<file path="src/rtl/fpu_issue_scheduler_pkg.sv">
// FPU issue scheduler shared types: op codes, unit codes,
// op-to-unit steering and the packed result width.
package fpu_issue_scheduler_pkg;

  localparam int FPU_RES_W   = 40;
  localparam int FPU_N_UNITS = 4;

  localparam logic [4:0] FPU_OP_ADD   = 5'd0;
  localparam logic [4:0] FPU_OP_SUB   = 5'd1;
  localparam logic [4:0] FPU_OP_MUL   = 5'd2;
  localparam logic [4:0] FPU_OP_DIV   = 5'd3;
  localparam logic [4:0] FPU_OP_SQRT  = 5'd4;
  localparam logic [4:0] FPU_OP_MIN   = 5'd5;
  localparam logic [4:0] FPU_OP_MAX   = 5'd6;
  localparam logic [4:0] FPU_OP_FMADD = 5'd7;

  typedef enum logic [1:0] {
    UNIT_ADD,
    UNIT_MUL,
    UNIT_DIV,
    UNIT_SQRT
  } fpu_unit_t;

  // Unlisted ops (compares, conversions) run on the adder.
  function automatic fpu_unit_t fpu_unit_of(
    input logic [4:0] op
  );
    fpu_unit_of = UNIT_ADD;
    case (op)
      FPU_OP_MUL,
      FPU_OP_FMADD: fpu_unit_of = UNIT_MUL;
      FPU_OP_DIV:   fpu_unit_of = UNIT_DIV;
      FPU_OP_SQRT:  fpu_unit_of = UNIT_SQRT;
      default:      fpu_unit_of = UNIT_ADD;
    endcase
  endfunction

endpackage

</file>
<file path="src/rtl/fpu_issue_scheduler_if.sv">
// Decode, functional-unit and writeback handshakes of the
// FPU issue scheduler; slave = scheduler, master = pipeline.
interface fpu_issue_scheduler_if #(
  parameter int N_UNITS = 4,
  parameter int RES_W   = 40
);
  logic                     valid_in;
  logic                     ready_out;
  logic [4:0]               op;
  logic [N_UNITS-1:0]       unit_valid;
  logic [N_UNITS-1:0]       unit_ready;
  logic [N_UNITS-1:0]       unit_valid_out;
  logic [N_UNITS-1:0]       unit_ready_in;
  logic [N_UNITS*RES_W-1:0] unit_res;
  logic                     valid_out;
  logic                     ready_in;
  logic [RES_W-1:0]         res_out;
  logic                     busy;

  modport slave (
    input  valid_in, op, unit_ready,
    input  unit_valid_out, unit_res,
    input  ready_in,
    output ready_out, unit_valid,
    output unit_ready_in, valid_out,
    output res_out, busy
  );

  modport master (
    output valid_in, op, unit_ready,
    output unit_valid_out, unit_res,
    output ready_in,
    input  ready_out, unit_valid,
    input  unit_ready_in, valid_out,
    input  res_out, busy
  );
endinterface

</file>
<file path="src/rtl/fpu_issue_scheduler_order_fifo.sv">
// Program-order FIFO of unit codes for in-flight FPU ops;
// the head names the unit whose result retires next.
module fpu_order_fifo
  import fpu_issue_scheduler_pkg::*;
#(
  parameter int DEPTH = 4
) (
  input  logic      clk,
  input  logic      reset,
  input  logic      flush,
  input  logic      push,
  input  logic      pop,
  input  fpu_unit_t din,
  output fpu_unit_t head,
  output logic      full,
  output logic      empty
);
  localparam int PW = $clog2(DEPTH);
  localparam int CW = $clog2(DEPTH+1);

  fpu_unit_t      mem_q [DEPTH];
  fpu_unit_t      mem_d [DEPTH];
  logic [PW-1:0]  wr_q, wr_d;
  logic [PW-1:0]  rd_q, rd_d;
  logic [CW-1:0]  cnt_q, cnt_d;

  always_comb begin
    mem_d = mem_q;
    wr_d  = wr_q;
    rd_d  = rd_q;
    if (push) begin
      mem_d[wr_q] = din;
      wr_d = wr_q + PW'(1);
    end
    if (pop) rd_d = rd_q + PW'(1);
    cnt_d = cnt_q + CW'(push) - CW'(pop);
    if (flush) begin
      wr_d  = '0;
      rd_d  = '0;
      cnt_d = '0;
    end
  end

  always_ff @(posedge clk) begin
    if (reset) begin
      wr_q  <= '0;
      rd_q  <= '0;
      cnt_q <= '0;
      for (int i = 0; i < DEPTH; i++)
        mem_q[i] <= UNIT_ADD;
    end else begin
      wr_q  <= wr_d;
      rd_q  <= rd_d;
      cnt_q <= cnt_d;
      mem_q <= mem_d;
    end
  end

  assign head  = mem_q[rd_q];
  assign full  = (cnt_q == CW'(DEPTH));
  assign empty = (cnt_q == '0);

endmodule

</file>
<file path="src/rtl/fpu_issue_scheduler.sv">
// FPU issue scheduler: steers ops to units, retires results
// in program order and guards unit results from overwrite.
module fpu_issue_scheduler
  import fpu_issue_scheduler_pkg::*;
#(
  parameter int N_UNITS = FPU_N_UNITS,
  parameter int DEPTH   = 4,
  parameter int RES_W   = FPU_RES_W
) (
  input  logic clk,
  input  logic reset,
  input  logic flush,
  fpu_issue_scheduler_if.slave bus
);
  localparam int CW = $clog2(DEPTH+1);

  fpu_unit_t     u;
  fpu_unit_t     head;
  logic          full;
  logic          empty;
  logic          push;
  logic          pop;
  logic          kill;
  logic [CW-1:0] out_cnt_q [N_UNITS];
  logic [CW-1:0] out_cnt_d [N_UNITS];

  assign kill = flush || reset;
  assign u    = fpu_unit_of(bus.op);

  fpu_order_fifo #(
    .DEPTH (DEPTH)
  ) u_fifo (
    .clk   (clk),
    .reset (reset),
    .flush (flush),
    .push  (push),
    .pop   (pop),
    .din   (u),
    .head  (head),
    .full  (full),
    .empty (empty)
  );

  always_comb begin
    bus.unit_valid    = '0;
    bus.unit_valid[u] = bus.valid_in && !full && !kill;
    bus.ready_out     = bus.unit_ready[u] && !full && !kill;
    bus.valid_out     = !empty && !kill
                     && bus.unit_valid_out[head];
    bus.res_out       = '0;
    if (!empty)
      bus.res_out = bus.unit_res[int'(head)*RES_W +: RES_W];
    push = bus.valid_in && bus.ready_out;
    pop  = bus.valid_out && bus.ready_in;
    // A busy unit may only take a new op as its result leaves.
    for (int i = 0; i < N_UNITS; i++) begin
      bus.unit_ready_in[i] = (out_cnt_q[i] == '0)
        || (!empty && int'(head) == i && bus.ready_in);
      out_cnt_d[i] = out_cnt_q[i]
        + CW'(push && int'(u) == i)
        - CW'(pop && int'(head) == i);
      if (flush) out_cnt_d[i] = '0;
    end
  end

  always_ff @(posedge clk) begin
    if (reset) begin
      for (int i = 0; i < N_UNITS; i++)
        out_cnt_q[i] <= '0;
    end else begin
      out_cnt_q <= out_cnt_d;
    end
  end

  assign bus.busy = !empty;

endmodule
</file>
<file path="src/flat_wrapper.sv">
// flat-port wrapper written by rule: the top's interface ports become plain ports
module fpu_issue_scheduler_flat import fpu_issue_scheduler_pkg::*;
#(
  parameter int N_UNITS = FPU_N_UNITS,
  parameter int DEPTH   = 4,
  parameter int RES_W   = FPU_RES_W
)
  (clk, reset, flush, bus_valid_in, bus_op, bus_unit_ready, bus_unit_valid_out, bus_unit_res, bus_ready_in, bus_ready_out, bus_unit_valid, bus_unit_ready_in, bus_valid_out, bus_res_out, bus_busy);
  fpu_issue_scheduler_if #(.N_UNITS(N_UNITS), .RES_W(RES_W)) bus_i ();
  input  logic clk;
  input  logic reset;
  input  logic flush;
  input wire logic [$bits(bus_i.valid_in)-1:0] bus_valid_in;
  input wire logic [$bits(bus_i.op)-1:0] bus_op;
  input wire logic [$bits(bus_i.unit_ready)-1:0] bus_unit_ready;
  input wire logic [$bits(bus_i.unit_valid_out)-1:0] bus_unit_valid_out;
  input wire logic [$bits(bus_i.unit_res)-1:0] bus_unit_res;
  input wire logic [$bits(bus_i.ready_in)-1:0] bus_ready_in;
  output wire logic [$bits(bus_i.ready_out)-1:0] bus_ready_out;
  output wire logic [$bits(bus_i.unit_valid)-1:0] bus_unit_valid;
  output wire logic [$bits(bus_i.unit_ready_in)-1:0] bus_unit_ready_in;
  output wire logic [$bits(bus_i.valid_out)-1:0] bus_valid_out;
  output wire logic [$bits(bus_i.res_out)-1:0] bus_res_out;
  output wire logic [$bits(bus_i.busy)-1:0] bus_busy;
  assign bus_i.valid_in = bus_valid_in;
  assign bus_i.op = bus_op;
  assign bus_i.unit_ready = bus_unit_ready;
  assign bus_i.unit_valid_out = bus_unit_valid_out;
  assign bus_i.unit_res = bus_unit_res;
  assign bus_i.ready_in = bus_ready_in;
  assign bus_ready_out = bus_i.ready_out;
  assign bus_unit_valid = bus_i.unit_valid;
  assign bus_unit_ready_in = bus_i.unit_ready_in;
  assign bus_valid_out = bus_i.valid_out;
  assign bus_res_out = bus_i.res_out;
  assign bus_busy = bus_i.busy;
  fpu_issue_scheduler #(.N_UNITS(N_UNITS), .DEPTH(DEPTH), .RES_W(RES_W)) u_core (.clk(clk), .reset(reset), .flush(flush), .bus(bus_i));
endmodule
</file>
<file path="config.mk">
export PLATFORM = sky130hd
export DESIGN_NAME = fpu_issue_scheduler_flat
export DESIGN_NICKNAME = d
export VERILOG_FILES = /design/src/rtl/fpu_issue_scheduler_pkg.sv /design/src/rtl/fpu_issue_scheduler_if.sv /design/src/rtl/fpu_issue_scheduler_order_fifo.sv /design/src/rtl/fpu_issue_scheduler.sv /design/src/flat_wrapper.sv
export SDC_FILE = /design/constraint.sdc
export NUM_CORES = 1
export LEC_CHECK = 0
export CORE_ASPECT_RATIO = 0.9
export CORE_MARGIN = 1.5
export CORE_UTILIZATION = 30
export CTS_BUF_LIST = sky130_fd_sc_hd__clkbuf_4 sky130_fd_sc_hd__clkbuf_8 sky130_fd_sc_hd__clkbuf_16
export DETAILED_ROUTE_END_ITERATION = 6
export DONT_BUFFER_PORTS = 1
export PLACE_DENSITY = 0.47
export SLEW_MARGIN = 0
export SYNTH_ARGS = -nofsm -noshare
export SYNTH_HDL_FRONTEND = slang
export SYNTH_HIERARCHICAL = 1
export SYNTH_SLANG_ARGS = --single-unit
</file>
<file path="constraint.sdc">
create_clock -name clk -period 3.7 [get_ports clk]
set_input_delay 0.555 -clock clk [delete_from_list [all_inputs] [get_ports clk]]
set_output_delay 0.555 -clock clk [all_outputs]
set_load 0.02 [all_outputs]
</file>
Word-level counts from Yosys, hierarchy flattened

Cells that the tools add are included.

Reduce and logical (&&, ||, !) cells: 43
Equal/unequal tests: 11
Muxes and demuxes: 14
Shift operators: 1
Add/sub/neg operators: 12
Multiply operators: 1
Divide/modulo/power cells: 0
Bitwise operators: 3
$lt $le $gt $ge: 6

Operator list:

| operator                                                    | number |
|---|---|
| indexed part select 160 x 32 -> 40 bit                      | 1 |
| two-way mux 40 bit                                          | 1 |
| logical AND 1 bit                                           | 26 |
| adder 3 x 1 -> 3 bit                                        | 5 |
| logical NOT 3 bit                                           | 5 |
| subtractor 3 x 1 -> 3 bit                                   | 5 |
| == test 5 x 2 -> 1 bit (second input constant)              | 2 |
| == test 5 x 3 -> 1 bit (second input constant)              | 2 |
| bitwise mux 8 bit                                           | 1 |
| == test 2 bit (second input constant)                       | 4 |
| greater-or-equal comparator 3 bit (second input constant)   | 2 |
| less-than comparator 2 x 3 -> 1 bit (second input constant) | 2 |
| two-way mux 2 bit                                           | 3 |
| NOT 2 -> 3 bit                                              | 2 |
| case mux 2 bit (3 select lines)                             | 1 |
| logical OR 1 bit                                            | 5 |
| multiplier 2 x 3 -> 5 bit (second input constant)           | 1 |
| adder 2 x 1 -> 2 bit (second input constant)                | 2 |
| bitwise AND 4 bit                                           | 1 |
| binary-select mux 1 bit (select 2 bit)                      | 2 |
| binary-select mux 2 bit (select 2 bit)                      | 1 |
| demux 2 bit (select 2 bit)                                  | 1 |
| == test 2 x 1 -> 1 bit (second input constant)              | 2 |
| logical NOT 2 bit                                           | 2 |
| 7 further kinds                                             | 12 |

Bits in latches: 0
ROM bits: 0
Register bits after elaboration: 27
Word-level logic and storage cells: 102
Output and inout bits: 51
Memories kept: 0
Input bits: 178
Memory bits (writable): 0

Depth between registers and ports, before layout

Depth in word-level cells: 11
Mapped depth: 13
Mapped depth without buffers: 12

Cells and area by module

The synthesis kept the hierarchy.

By module, submodules not included:

| module              | cells each | instances | seq. area each (µm²) | area an instance (µm²) |
|---|---|---|---|---|
| fpu_issue_scheduler | 197        | 1         | 240.2                | 2188.3 |
| fpu_order_fifo      | 74         | 1         | 300.3                | 770.7 |

Worst setup path before layout

No wires, ideal clock.

Kind: register -> register
From: register u_core.u_fifo.rd_q[0]
To: register u_core/out_cnt_q[8] (netlist bit)
Path slack: 591 ps
Clock period less this slack: 3109 ps
Stages on the path, launching flop included: 14
Arrival time: 2984 ps
Buffers on the path: 1
Required time: 3576 ps
Path through: dfxtp_1 -> mux4_1 -> buf_6 -> mux4_2 -> nand4_2 -> nor2_1 -> ha_1 -> inv_1 -> ha_1 -> inv_1 -> fa_1 -> xor2_1 -> xnor2_1 -> nor2_1

Longest elaborated chain between the ends: 10
Elaborated cells between the ends (all ways): 11
Those cells by class: add/sub (1); eq/ne (1); mux (5); bitwise (1); reduce/logical (3)

Ends and longest elaborated chain:

| element                                                   | RTL line                             | text |
|---|---|---|
| start, declared                                           | fpu_issue_scheduler_order_fifo.sv:24 | `logic [PW-1:0] rd_q, rd_d;` |
| start signal, assigned                                    | fpu_issue_scheduler_order_fifo.sv:53 | `rd_q <= rd_d;` |
| NOT 2 -> 3 bit (implied by the code) (*)                  | fpu_issue_scheduler_order_fifo.sv:59 | `assign head = mem_q[rd_q];` |
| binary-select mux 2 bit (select 2 bit) (*)                | fpu_issue_scheduler_order_fifo.sv:59 |  |
| two-way mux 2 bit (implied by the code) (*) (2 in series) | fpu_issue_scheduler_order_fifo.sv:59 |  |
| net u_core.head[0]                                        | fpu_issue_scheduler.sv:18            | `fpu_unit_t head;` |
| binary-select mux 1 bit (select 2 bit)                    | fpu_issue_scheduler.sv:49            | `&& bus.unit_valid_out[head];` |
| two-way mux 1 bit (implied by the code)                   | fpu_issue_scheduler.sv:49            |  |
| logical AND 1 bit                                         | fpu_issue_scheduler.sv:49            |  |
| logical AND 1 bit                                         | fpu_issue_scheduler.sv:54            | `pop = bus.valid_out && bus.ready_in;` |
| logical AND 1 bit (*)                                     | fpu_issue_scheduler.sv:61            | `- CW'(pop && int'(head) == i);` |
| subtractor 3 x 1 -> 3 bit (*)                             | fpu_issue_scheduler.sv:61            |  |
| end signal, assigned                                      | fpu_issue_scheduler.sv:71            | `out_cnt_q <= out_cnt_d;` |
| end, declared                                             | fpu_issue_scheduler.sv:24            | `logic [CW-1:0] out_cnt_q [N_UNITS];` |

The timed path passes the listed nets; every way through them passes the cells marked *. The select of a mux whose other input is x is not followed.
A chain may end at the register's enable or synchronous reset.

Final worst setup path

From: register u_core.u_fifo.rd_q[0]
To: output bus_res_out[39]

Longest elaborated chain between the ends: 7

Ends and longest elaborated chain:

| element                                               | RTL line                             | text |
|---|---|---|
| NOT 2 -> 3 bit (implied by the code)                  | fpu_issue_scheduler_order_fifo.sv:59 |  |
| binary-select mux 2 bit (select 2 bit)                | fpu_issue_scheduler_order_fifo.sv:59 |  |
| two-way mux 2 bit (implied by the code) (2 in series) | fpu_issue_scheduler_order_fifo.sv:59 |  |
| net u_core.head[0]                                    | fpu_issue_scheduler.sv:18            |  |
| multiplier 2 x 3 -> 5 bit                             | fpu_issue_scheduler.sv:52            | `bus.res_out = bus.unit_res[int'(head)*RES_W +: RES_W];` |
| indexed part select 160 x 32 -> 40 bit                | fpu_issue_scheduler.sv:52            |  |
| two-way mux 40 bit                                    | fpu_issue_scheduler.sv:51            | `if (!empty)` |
| end, declared                                         | flat_wrapper.sv:23                   | `output wire logic [$bits(bus_i.res_out)-1:0] bus_res_out;` |

The timed path passes the listed nets, and every way through them passes these cells. The select of a mux whose other input is x is not followed.

==> impl_metrics.json <==
{
  "cts_hold_buf": 0,
  "rr_startpoint": "u_core/u_fifo/rd_q[0]",
  "crit_start": "u_core/u_fifo/rd_q[0]",
  "dpl.hpwl_um": 7440,
  "grt_pass1_vias": 2172,
  "clk_pin_slew_worst_paths_ns": 0.09,
  "status": "finished clean",
  "nFillCells": 981,
  "postCtsSetupRepairBufs": 0,
  "multiInputGateArea_um2": 2190,
  "rsz0062_at_grt": "no",
  "drcViolationCount": 0,
  "cts_made_buffers": 3,
  "grt_overflow": 0,
  "hp-start": "reset",
  "reg2regPathDepth": 11,
  "relSlewSlack_pct": 44.3,
  "clockBufferDepth": 2,
  "critPathMostFrequentCell": "buf_4",
  "slew_viol_final": 0,
  "dr.first_iter.drc_count": 113,
  "final-hold-violation-count": 0,
  "setup_ws_ns": 0.393,
  "timing.fmax_ghz": 0.302,
  "ys.warnings.count": 6,
  "core_um2": 9610,
  "port_buffers": 0,
  "cp.arrival_ns": 2.75,
  "required_ns": 3.14,
  "routed_wl_um": 8840,
  "critical-path-slowest-cell": "mux4_4",
  "hold_end": "u_core/u_fifo/mem_q[4]",
  "reg2reg_slack_ns": 0.47,
  "fin_tns_setup_ns": 0,
  "routedWlPerCell_um": 22.4,
  "cts-root-buf": "clkbuf_8",
  "synthesis.area_um2": 2960,
  "ant_nets": 0,
  "viasPerCell": 5.58,
  "row_count": 34,
  "track_usage_pct": 16.0,
  "final_layout_size_suffix_gt1_share_pct": 26.8,
  "cts_resized": 0,
  "finalWorstPathRequiredPeriod_ns": 3.31,
  "layout_commonest_cell": "and2_1",
  "ys_types": 43,
  "final_cell_mix": "46 x and2_1, 42 x mux4_2, 27 x dfxtp_1",
  "clock_latency_ns": 0.27,
  "pin_count": 229,
  "firstDrtPassIters": 4,
  "die_w_um": 108,
  "htree_num_levels": 1,
  "fin_crit_sh_pct": 89.4,
  "nets": 463,
  "rr_endpoint": "u_core/out_cnt_q[5]",
  "synthArstFlopShare_pct": 0,
  "cap_violations": 0,
  "endpoint_kind": "output pin",
  "grt_max_degree": 44,
  "finalSetupViolations": 0,
  "startpoint_type": "register",
  "gp_congestion": 0.944,
  "critPathKind": "reg2out",
  "ys_ff_latch": 27,
  "cts.sinks": 27,
  "place_ws_ns": 0.445,
  "hp-class": "in2reg",
  "power_leakage_nw": 1.10,
  "antenna_found_initial": 4,
  "vias": 2200,
  "grt_pass1_wl_um": 12900,
  "cts_tree": "yes",
  "synth_nets": 468,
  "avgSynthCellArea_um2": 10.9,
  "worst_slew_pin_slew_ns": 0.833,
  "vdd_drop_max_mv": 0.113,
  "ys_seq_area_share_pct": 18.3,
  "path_max_fanout": 25,
  "ff_latch_area_um2": 541,
  "area_growth_pct": 4.31,
  "p_per_area_nw_per_um2": 180,
  "max_stage_delay_ns": 0.69,
  "path_cells": "mux4_4, buf_4, buf_4, mux4_2, and2_1",
  "fp.dieH_um": 97.2,
  "dieArea_um2": 10500,
  "syn_inst": 271,
  "hold_depth": 1,
  "finClkSkew_ns": 0.00339,
  "start_util_pct": 30.8,
  "synth_edf_count": 0,
  "synthFlopType": "dfxtp_1"
}
-- cells by family after synthesis --
kind of cell | synth area share, %
AOI/OAI and AO/OA | 8.58
xor gates and xnor gates | 4.31
adders and majority gates | 9.30
buffers and inverters | 7.44
DFF | 18.3
muxes | 33.3
and+or+nand+nor | 18.8
-- stage by stage --
stage | cell area, µm² | utilization (%) | power, mW | instances | hold WS (ns)
CTS | 3080 | 32.0 | 0.566 | 391 | 0.331
detailed placement | 3030 | 31.5 | 0.384 | 387 | 0.513
finish | 3090 | 32.1 | 0.556 | 394 | 0.334
floorplan | 2960 | - | 0.374 | 271 | 0.478
global route | 3080 | 32.1 | 0.583 | 393 | 0.314
global placement | 3030 | 31.5 | 0.384 | 387 | 0.499
-- flip-flops by register name (all words and copies together) (netlist names) --
name	cells
u_core/out_cnt_q	12
u_core/u_fifo/mem_q	8
u_core/u_fifo/cnt_q	3
u_core/u_fifo/rd_q	2
u_core/u_fifo/wr_q	2
-- worst max-delay path by stage --
stage | endpoint | slack [ns] | depth (start not counted)
detailed placement | u_core/out_cnt_q[5] | 0.44 | 11
floorplan | u_core/out_cnt_q[8] | 0.59 | 13
CTS | bus_res_out[39] | 0.32 | 5
global placement | u_core/out_cnt_q[8] | 0.52 | 12
finish | bus_res_out[39] | 0.39 | 5
global route | bus_res_out[39] | 0.18 | 5
-- cells in the mapped netlist (2+ instances only) --
master     n  area share [%]
and2_1    46             9.7
mux4_2    41              31
dfxtp_1   27              18
nor2_1    23             2.9
inv_1     18             2.3
ha_1      14             5.9
a21bo_2    9             3.0
a21oi_1    9             1.5
nand3_1    9             1.5
xnor2_1    9             2.7
buf_2      8             1.4
clkbuf_1   5            0.63
fa_1       5             3.4
nand2_1    5            0.63
buf_12     3             2.0
nand2b_1   3            0.63
o31ai_1    3            0.76
o32ai_1    3            0.89
xor2_1     3            0.89
buf_6      2            0.76
mux4_1     2             1.8
nand3b_1   2            0.51
o31a_1     2            0.59
-- power by group --
group / switching [mW] / internal, mW / leakage, nW / total, mW
Sequential: 0.000604 / 0.291 / 0.217 / 0.292
Combinational: 0.0391 / 0.0461 / 0.857 / 0.0852
Clock: 0.0941 / 0.0846 / 0.0262 / 0.179
Total: 0.134 / 0.422 / 1.10 / 0.556
-- final cells by class --
cell class | instances | share of cell area (%)
diodes | 3 | 0.243
clock buffers | 4 | 1.58
inverters | 19 | 2.31
multi-input cells | 206 | 71.1
flip-flops and latches | 27 | 17.5
well taps | 126 | 5.11
repair buffers | 9 | 2.19
-- critical path, delay by kind of cell (launching register included) --
family	cells	cell delay, ns
flip-flops	1	0.46
buffers and inverters	2	0.58
multiplexers	2	1.18
AND/OR/NAND/NOR	1	0.25
-- metal layers --
metal / GRT usage (%) / wire, µm
met4: 3.54 / 127
met5: 0 / 17
met3: 6.37 / 1000
met2: 26.0 / 4210
met1: 19.9 / 3490
No activity file was read; power rests on OpenSTA's default activity.
